`src/rtl/gp_register_file_pkg.sv`:
```
// Shared types and constants for the general-purpose register file.
// Holds the flush FSM state enum, default sizes and the address-width helper.
package gp_register_file_pkg;

  typedef enum logic {
    IDLE  = 1'b0,
    SWEEP = 1'b1
  } sweep_state_t;

  localparam int DEF_WIDTH = 32;
  localparam int DEF_DEPTH = 16;

  // Smallest aw such that 2**aw >= depth.
  function automatic int calc_aw(input int depth);
    int aw;
    aw = 0;
    for (int i = 0; i < 31; i++) begin
      if ((1 << i) < depth) aw = i + 1;
    end
    return aw;
  endfunction

endpackage

```
`src/rtl/gp_register_file_sweep_ctrl.sv`:
```
// Flush controller: walks a clear index across every register, one per cycle,
// holding busy high for exactly DEPTH cycles.
module rf_sweep_ctrl
  import gp_register_file_pkg::*;
#(
  parameter int DEPTH = DEF_DEPTH,
  parameter int AW    = calc_aw(DEF_DEPTH)
) (
  input  logic          clk,
  input  logic          clr,
  input  logic          flush_req,
  output logic          busy,
  output logic          sweep_en,
  output logic [AW-1:0] sweep_idx
);

  localparam logic [AW-1:0] LAST_IDX = AW'(DEPTH - 1);

  sweep_state_t  r_state;
  sweep_state_t  w_state_next;
  logic [AW-1:0] r_sweep_idx;
  logic [AW-1:0] w_idx_next;

  always_ff @(posedge clk) begin
    if (clr) begin
      r_state     <= IDLE;
      r_sweep_idx <= '0;
    end else begin
      r_state     <= w_state_next;
      r_sweep_idx <= w_idx_next;
    end
  end

  // flush_req is only looked at in IDLE, so requests during a sweep vanish.
  always_comb begin
    w_state_next = r_state;
    w_idx_next   = r_sweep_idx;
    case (r_state)
      IDLE: begin
        if (flush_req) begin
          w_state_next = SWEEP;
          w_idx_next   = '0;
        end
      end
      SWEEP: begin
        if (r_sweep_idx == LAST_IDX) begin
          w_state_next = IDLE;
          w_idx_next   = '0;
        end else begin
          w_idx_next = r_sweep_idx + 1'b1;
        end
      end
      default: begin
        w_state_next = IDLE;
        w_idx_next   = '0;
      end
    endcase
  end

  always_comb begin
    busy      = (r_state == SWEEP);
    sweep_en  = (r_state == SWEEP);
    sweep_idx = r_sweep_idx;
  end

endmodule

```
`src/rtl/gp_register_file.sv`:
```
// Two-read, one-write register file with same-cycle write bypass, optional
// hardwired-zero R0 / BAout gating on port A, and a sequential flush sweep.
module gp_register_file
  import gp_register_file_pkg::*;
#(
  parameter int WIDTH   = DEF_WIDTH,
  parameter int DEPTH   = DEF_DEPTH,
  parameter int ZERO_R0 = 0,
  localparam int AW     = calc_aw(DEPTH)
) (
  input  logic             clk,
  input  logic             clr,
  input  logic             wr_en,
  input  logic [AW-1:0]    wr_addr,
  input  logic [WIDTH-1:0] wr_data,
  input  logic [AW-1:0]    rd_addr_a,
  input  logic [AW-1:0]    rd_addr_b,
  input  logic             BAout,
  input  logic             flush_req,
  output logic [WIDTH-1:0] rd_data_a,
  output logic [WIDTH-1:0] rd_data_b,
  output logic             busy
);

  logic [WIDTH-1:0] r_mem [DEPTH];
  logic             w_busy;
  logic             w_sweep_en;
  logic [AW-1:0]    w_sweep_idx;
  logic             w_wr_fire;
  logic [DEPTH-1:0] w_write;
  logic [DEPTH-1:0] w_clear;

  rf_sweep_ctrl #(
    .DEPTH (DEPTH),
    .AW    (AW)
  ) u_sweep_ctrl (
    .clk       (clk),
    .clr       (clr),
    .flush_req (flush_req),
    .busy      (w_busy),
    .sweep_en  (w_sweep_en),
    .sweep_idx (w_sweep_idx)
  );

  assign busy = w_busy;

  // Writes are dropped while sweeping, and never land in a hardwired R0.
  assign w_wr_fire = wr_en && !w_busy && !((ZERO_R0 != 0) && (wr_addr == '0));

  genvar gi;
  generate
    for (gi = 0; gi < DEPTH; gi++) begin : g_decode
      assign w_write[gi] = w_wr_fire  && (wr_addr     == AW'(gi));
      assign w_clear[gi] = w_sweep_en && (w_sweep_idx == AW'(gi));
    end
  endgenerate

  always_ff @(posedge clk) begin
    for (int i = 0; i < DEPTH; i++) begin
      if (clr || w_clear[i]) begin
        r_mem[i] <= '0;
      end else if (w_write[i]) begin
        r_mem[i] <= wr_data;
      end
    end
  end

  // Zeroing of index 0 is applied last so it overrides both storage and bypass.
  always_comb begin
    rd_data_a = r_mem[rd_addr_a];
    if (w_wr_fire && (rd_addr_a == wr_addr)) rd_data_a = wr_data;
    if ((rd_addr_a == '0) && ((ZERO_R0 != 0) || BAout)) rd_data_a = '0;
  end

  always_comb begin
    rd_data_b = r_mem[rd_addr_b];
    if (w_wr_fire && (rd_addr_b == wr_addr)) rd_data_b = wr_data;
    if ((rd_addr_b == '0) && (ZERO_R0 != 0)) rd_data_b = '0;
  end

endmodule

```
`config.mk`:
```
export PLATFORM = sky130hd
export DESIGN_NAME = gp_register_file
export DESIGN_NICKNAME = d
export VERILOG_FILES = /design/src/rtl/gp_register_file_pkg.sv /design/src/rtl/gp_register_file_sweep_ctrl.sv /design/src/rtl/gp_register_file.sv
export SDC_FILE = /design/constraint.sdc
export NUM_CORES = 1
export LEC_CHECK = 0
export BUFFER_PORTS_ARGS = -buffer_cell sky130_fd_sc_hd__buf_2
export CORE_MARGIN = 2
export CORE_UTILIZATION = 62
export CTS_BUF_LIST = sky130_fd_sc_hd__clkbuf_2
export DETAILED_ROUTE_END_ITERATION = 12
export HOLD_SLACK_MARGIN = 0.15
export PLACE_DENSITY = 0.8
export SLEW_MARGIN = 15
export SYNTH_ARGS = -nofsm -noshare
export SYNTH_HDL_FRONTEND = slang
export SYNTH_SLANG_ARGS = --single-unit
export TNS_END_PERCENT = 100
```
`constraint.sdc`:
```
create_clock -name clk -period 4.8 [get_ports clk]
set_input_delay 0.96 -clock clk [delete_from_list [all_inputs] [get_ports clk]]
set_output_delay 0.96 -clock clk [all_outputs]
set_load 0.02 [all_outputs]
```
# ---- After elaboration in Yosys (flattened, before gate mapping)
# Memories as Yosys holds them, arrays and structs flattened.
# Index checks and enable logic that the tools add are counted.
dict set report totals {
  out_inout_bits 65
  wordCells 215
  memories 1
  ram_bits 512
  inputBits 49
  reg_bits 5
}
dict set report classes {
  addsub 1
  eq_ne 33
  bitwise 17
  mux 105
  n_reduce_logical 56
}
# name words width read_ports rd_ports_with_merged_regs wr line_no
set mem_list {}
lappend mem_list {r_mem 16 32 2 0 16 gp_register_file.sv:25} ;# logic [WIDTH-1:0] r_mem [DEPTH];
# operator count
set ops {}
lappend ops {{$mux 32} 19}
lappend ops {{$mux 1} 82}
lappend ops {{$eq 4x4->1 const B} 16}
lappend ops {{$logic_and 1x1->1} 36}
lappend ops {{$eq 4x3->1 const B} 8}
lappend ops {{$eq 4x2->1 const B} 4}
lappend ops {{$logic_or 1x1->1} 16}
lappend ops {{$or 1x1->1} 16}
lappend ops {{$logic_not 4->1} 3}
lappend ops {{$eq 4x1->1 const B} 2}
lappend ops {{$eq 4x4->1} 2}
lappend ops {{$mux 4} 2}
lappend ops {{$pmux 4 s2} 1}
lappend ops {{$add 4x1->4 const B} 1}
lappend ops {{$ne 2x2->1 const B} 1}
lappend ops {{$pmux 1 s2} 1}
lappend ops {{$logic_not 1->1} 1}
lappend ops {{$not 1->1} 1}

# ---- Logic depth before layout (Yosys ltp)
dict set report logic_depth {
  ltp_word 7
  depth_mapped 7
  depth_no_buf 5
}

# ---- Cells and area by module
# From an unflattened synthesis, not the netlist that was laid out.
dict set report unflattened {
  cells_unflattened 1849
  hier_area_um2 27815.4
}
# module instances area_each_um2 seq_area_each_um2 cells_each
set by_module_without_submodules {}
lappend by_module_without_submodules {gp_register_file 1 27560.2 15374.7 1820}
lappend by_module_without_submodules {rf_sweep_ctrl 1 255.2 100.1 29}

# ---- Least setup slack after synthesis
# No wires, ideal clock.
dict set report synth_timing {
  kind {input to output}
  start {input port rd_addr_a[0]}
  end {output port rd_data_a[10]}
  arrival_ps 2604
  required_ps 3840
  path_slack_ps 1236
  n_path_buf 3
  stages 7
  cell_sequence {clkbuf_1 buf_2 buf_2 mux4_2 a22oi_1 nand2_1 a22o_1}
}
dict set report synth_via {
  elab_chain_cells 4
  elab_cells_between_ends 7
  classes_between {eq/ne (1); mux (2); reduce/logical (3); memory (1)}
}
# item line_no
set synth_rtl {}
lappend synth_rtl {{from (decl)} gp_register_file.sv:16} ;# input logic [AW-1:0] rd_addr_a,
lappend synth_rtl {{branches (longest 3 deep; another with $mem_v2 16x32)} --}
lappend synth_rtl {{$mux 32 *} gp_register_file.sv:72} ;# if ((rd_addr_a == '0) && ((ZERO_R0 != 0) || BAout)) rd_data_a = '0;
lappend synth_rtl {{to (decl)} gp_register_file.sv:20} ;# output logic [WIDTH-1:0] rd_data_a,
# Every way passes the cells marked *.

# ---- Final worst setup path
dict set report layout_timing {
  start {register u_sweep_ctrl.r_state, in the netlist u_sweep_ctrl.busy}
  end {output port rd_data_a[15]}
}
dict set report layout_via {
  elab_chain_cells 5
}
# item line_no
set layout_rtl {}
lappend layout_rtl {{from (decl)} gp_register_file_sweep_ctrl.sv:19} ;# sweep_state_t r_state;
lappend layout_rtl {{from (signal assigned)} gp_register_file_sweep_ctrl.sv:29} ;# r_state <= w_state_next;
lappend layout_rtl {{$logic_not 1->1} gp_register_file.sv:48} ;# assign w_wr_fire = wr_en && !w_busy && !((ZERO_R0 != 0) && (wr_addr == '0));
lappend layout_rtl {{$logic_and 1x1->1} gp_register_file.sv:48}
lappend layout_rtl {{$logic_and 1x1->1} gp_register_file.sv:71} ;# if (w_wr_fire && (rd_addr_a == wr_addr)) rd_data_a = wr_data;
lappend layout_rtl {{$mux 32} gp_register_file.sv:71}
lappend layout_rtl {{$mux 32} gp_register_file.sv:72}
# No other way between the ends.

==> results.md <==
* Total length of routed met2 wires at between 30000 and 40000 um
* Yosys top cell by area: edfxtp_1
* Result of the run: complete, no violations
* Final net count at between 2000 and 2500
* Largest net degree at the start of global routing at 85
* HPWL after DPL at between 40000 and 50000 um
* Post-CTS setup-driven buffer insertion count at 0
* Post-place setup slack at 0.7039 ns
* Tightest slew margin relative to the limit at about 15%
* Final Max Slew Viols at 0
* Psw at approximately 2700 uW
* CTS clock-pin slew for the worst setup and hold paths at 0.11 ns
* Highest metal layer used by the detailed router: met5
* Share of cell area taken by muxes after synthesis at approximately 22%
* Clock latency of the later-clocked register in the worst-skew pair at 1.30 ns
* Series of cell instances along the critical path: nor2b_1, a31oi_4, buf_4, a22o_1, buf_2
* Dominant combinational cell family by area after synthesis: multiplexers
* Chip Width at 215.9 um
* Clock Sink Count at just over 500
* Deepest level of the CTS H-tree at 4
* Max-cap violations at 0
* Wire per inst at between 20 and 30 um
* Reg2reg setup slack at 1.95 ns
* Highest attainable clock frequency at 232.6 MHz
* Net switching fraction of the power at 28.20%
* Final weighted congestion of routability-driven global placement at between 0.8 and 0.9
* Distinct cells, synth at 35
* I/O Buffers at about 110
* Power Density at 311.8 nW/um^2
* Number of design-rule violations left by the first detailed-router iteration at between 2000 and 3000
* Share of total power in combinational logic at 13.5%
* Unrepaired setup endpoints after global routing: no
* Yosys top cell area share at approximately 55%
* Post-route DRC violation count at 0
* Count of final setup violators at 0
* Gate family responsible for the most delay along the worst path: compound AO/OA/AOI/OAI gates
* Critical path class: reg2out
* Met3 layer wire length in the routed design at roughly 10000 um
* Wire length of the first global-routing pass at between 100000 and 150000 um
* Post-synthesis net count at 1901
* Yosys warning count at 0
* Depth of the worst register-to-register path at 5
* Portion of the post-synthesis area used by sequential elements at between 50 and 60%
* Worst Path Required at approximately 3.8 ns
* Kind of start point of the critical path: flop
* Post-synthesis register bit count at ~520
* Total Die Area at between 40000 and 50000 um^2
* Post-Route Skew at about 0.12 ns
* Die Span Y at around 220 um
* Internal power summed over all cells at between 6000 and 7000 uW
* CTS Buf Count at ~140
* Total congestion overflow at 0
* Area growth syn-to-layout at 10.09%
* Synth Area in Compound Gates at 5.049%
* Antenna violations before repair at 4
* Via count of the first global-routing pass at between 15000 and 20000
* Instance count along the most critical hold path at 4
* Hold Crit Start: wr_addr[0]
* Arrival time at the worst endpoint at about 3.3 ns
* Std-Cell Rows at 77
* Total wire length at ~80000 um
* Sequential cell fraction of total power at between 50% and 60%
* Post-Route M1 WL at around 27000 um
* Slew at the pin closest to its max-slew limit at approximately 1.3 ns
* # resized after CTS at 0
* Vias at around 19000
* Total Neg Setup Slack at 0 ns
* VDD IR-drop max at about 0.27 mV
* Worst-path maximum fanout at 17
* Minimum period implied by the final worst setup slack at 4.299 ns
* Path class of the lowest-slack min-delay path: in2reg
* Fraction of the core area covered by cells at the end of the flow at between 60 and 70%
* Overall Global Routing Usage at between 30% and 40%
* Least setup slack across all paths after layout at 0.5014 ns
* Share of the synthesized netlist area taken by xor and xnor gates at 0.2518%
* Adder and majority gate portion of the synthesized area at less than 1%
* Number of buffers on the longest clock path at 3
* Bufs and invs on worst path at 2
* Master of the slowest instance on the critical path: a31oi_4
* Worst Hold Path EP: r_mem[3][2]
* Post-DRT Antenna Nets at 0
* Synth area leaders: edfxtp_1 (55%), mux4_2 (21%), and2_1 (12%), a22oi_1 (3.4%), clkbuf_1 (1.9%)
* Final worst path period share at between 80% and 90%
* Leakage at 0.01173 uW
* TritonCTS clock tree: done
* Synthesized-area fraction occupied by and/or/nand/nor cells at between 10% and 20%
* Worst R2R End: r_mem[15][18]
* Launching point of the worst reg2reg path: u_sweep_ctrl.sweep_idx[0]
* Total core area at between 40000 and 50000 um^2
* Count of boundary I/O pins at between 100 and 150
* Number of search-and-repair iterations in the first detailed-routing pass at 5
* Critical path endpoint category: output pin
* Per-instance average area after synthesis at approximately 15 um^2
* Root Driver: clkbuf_2
* Cells after synthesis at 1848
* Number of endpoints with negative hold slack in the final report at 0
* Share of post-route cells with drive strength above 1 at 33.60%
* Mapped Area at around 28000 um^2
* Effective utilization at floorplan at 62.93%
* Detail-routed via count per cell at about 7.0
* Clk network pwr share at a little under a third
* Delay of the slowest critical-path stage at a little over 0.8 ns
-- how the worst max path moves through the flow --
stage                 startpoint            end  slack [ns]  depth (start not counted)
6_report       u_sweep_ctrl.busy  rd_data_a[15]        0.50                          5
5_1_grt        u_sweep_ctrl.busy  rd_data_a[15]        0.39                          5
4_1_cts        u_sweep_ctrl.busy   rd_data_a[3]        0.48                          5
3_5_place_dp        rd_addr_a[0]  rd_data_a[29]        0.70                          7
3_3_place_gp        rd_addr_a[0]  rd_data_a[19]        0.77                          7
2_1_floorplan       rd_addr_a[0]  rd_data_a[10]        1.24                          7
-- cells by family after synthesis --
| family | after synthesis |
|---|---|
| AOI/OAI and AO/OA | 186 |
| xor gates and xnor gates | 8 |
| adders and majority gates | 4 |
| buffers and inverters | 188 |
| DFF | 517 |
| muxes | 289 |
| and+or+nand+nor | 656 |
-- registers in the layout (all words and copies together) (netlist names) --
signal	cells
r_mem	512
u_sweep_ctrl.sweep_idx	4
u_sweep_ctrl.busy	1
-- through the flow --
stage | cell area (um^2) | hold slack [ns] | std cells | total power, uW
2_1_floorplan | 27830 | 0.4987 | 1848 | 6140
3_3_place_gp | 29120 | 0.5197 | 2431 | 6551
3_5_place_dp | 29120 | 0.5333 | 2431 | 6591
4_1_cts | 30630 | 0.3864 | 2693 | 9548
5_1_grt | 30640 | 0.4371 | 2695 | 9865
6_report | 30640 | 0.5186 | 2695 | 9552
-- worst register-to-register path, stage by stage, from the launching register on --
cell	delay (ns)
dfxtp_1	0.45
ha_1	0.25
and2_1	0.38
a21o_1	0.25
nand2b_2	0.68
buf_4	0.46
-- layout by cell type (no fill, tap or decap), drive strengths merged, types with 13 or more instances in the layout --
cell	count
a22o	32
a22oi	126
a31oi	13
and2	516
and3	14
buf	173
clkbuf	193
clkinv	27
dlygate4sd3	35
edfxtp	512
mux2	32
mux4	257
nand2	90
-- layout make-up --
class / count / area [um^2]
flip-flops and latches: 517 / 15470
clock inverters: 36 / 201.4
multi-input cells: 1143 / 11680
well taps: 592 / 740.7
clock buffers: 191 / 955.9
inverters: 4 / 15.01
repair buffers: 210 / 1562
diodes: 2 / 5.005
fillers: 2945 / 13580
-- metal layers --
metal / global-route usage [%] / vias to the layer above
li1: - / 7559
met1: 44.70 / 9330
met2: 56.53 / 1584
met3: 9.669 / 282
met4: 17.70 / 2
met5: 0 / -
-- what timing repair did --
| action | in CTS | in global routing |
|---|---|---|
| hold buffers | 35 | 0 |
| endpoints found under the setup margin | 0 | 0 |
| hold endpoints to repair | 490 | 0 |
-- power by group through the flow --
stage / clock, uW / sequential, uW / combinational (uW)
floorplan: 0 / 5300 / 840
global placement: 0 / 5330 / 1230
detailed placement: 0 / 5340 / 1250
CTS: 3030 / 5240 / 1270
global route: 3260 / 5260 / 1350
finish: 3020 / 5250 / 1290
-- synth_stat cells (all sizes together) --
master / number
and2: 516
edfxtp: 512
mux4: 257
clkbuf: 142
a22oi: 126
nand2: 90
buf: 42
a22o: 32
mux2: 32
and3: 14
a31oi: 13
nor2: 11
nor2b: 10
a21oi: 7
xor2: 6
dfxtp: 5
nand3: 5
a211oi: 4
ha: 4
inv: 4
nor3: 3
a21o: 2
and4b: 2
and4bb: 2
xnor2: 2
a21boi: 1
nand2b: 1
nand3b: 1
nor4b: 1
o21ai: 1
(Power assumes the default switching activity.)
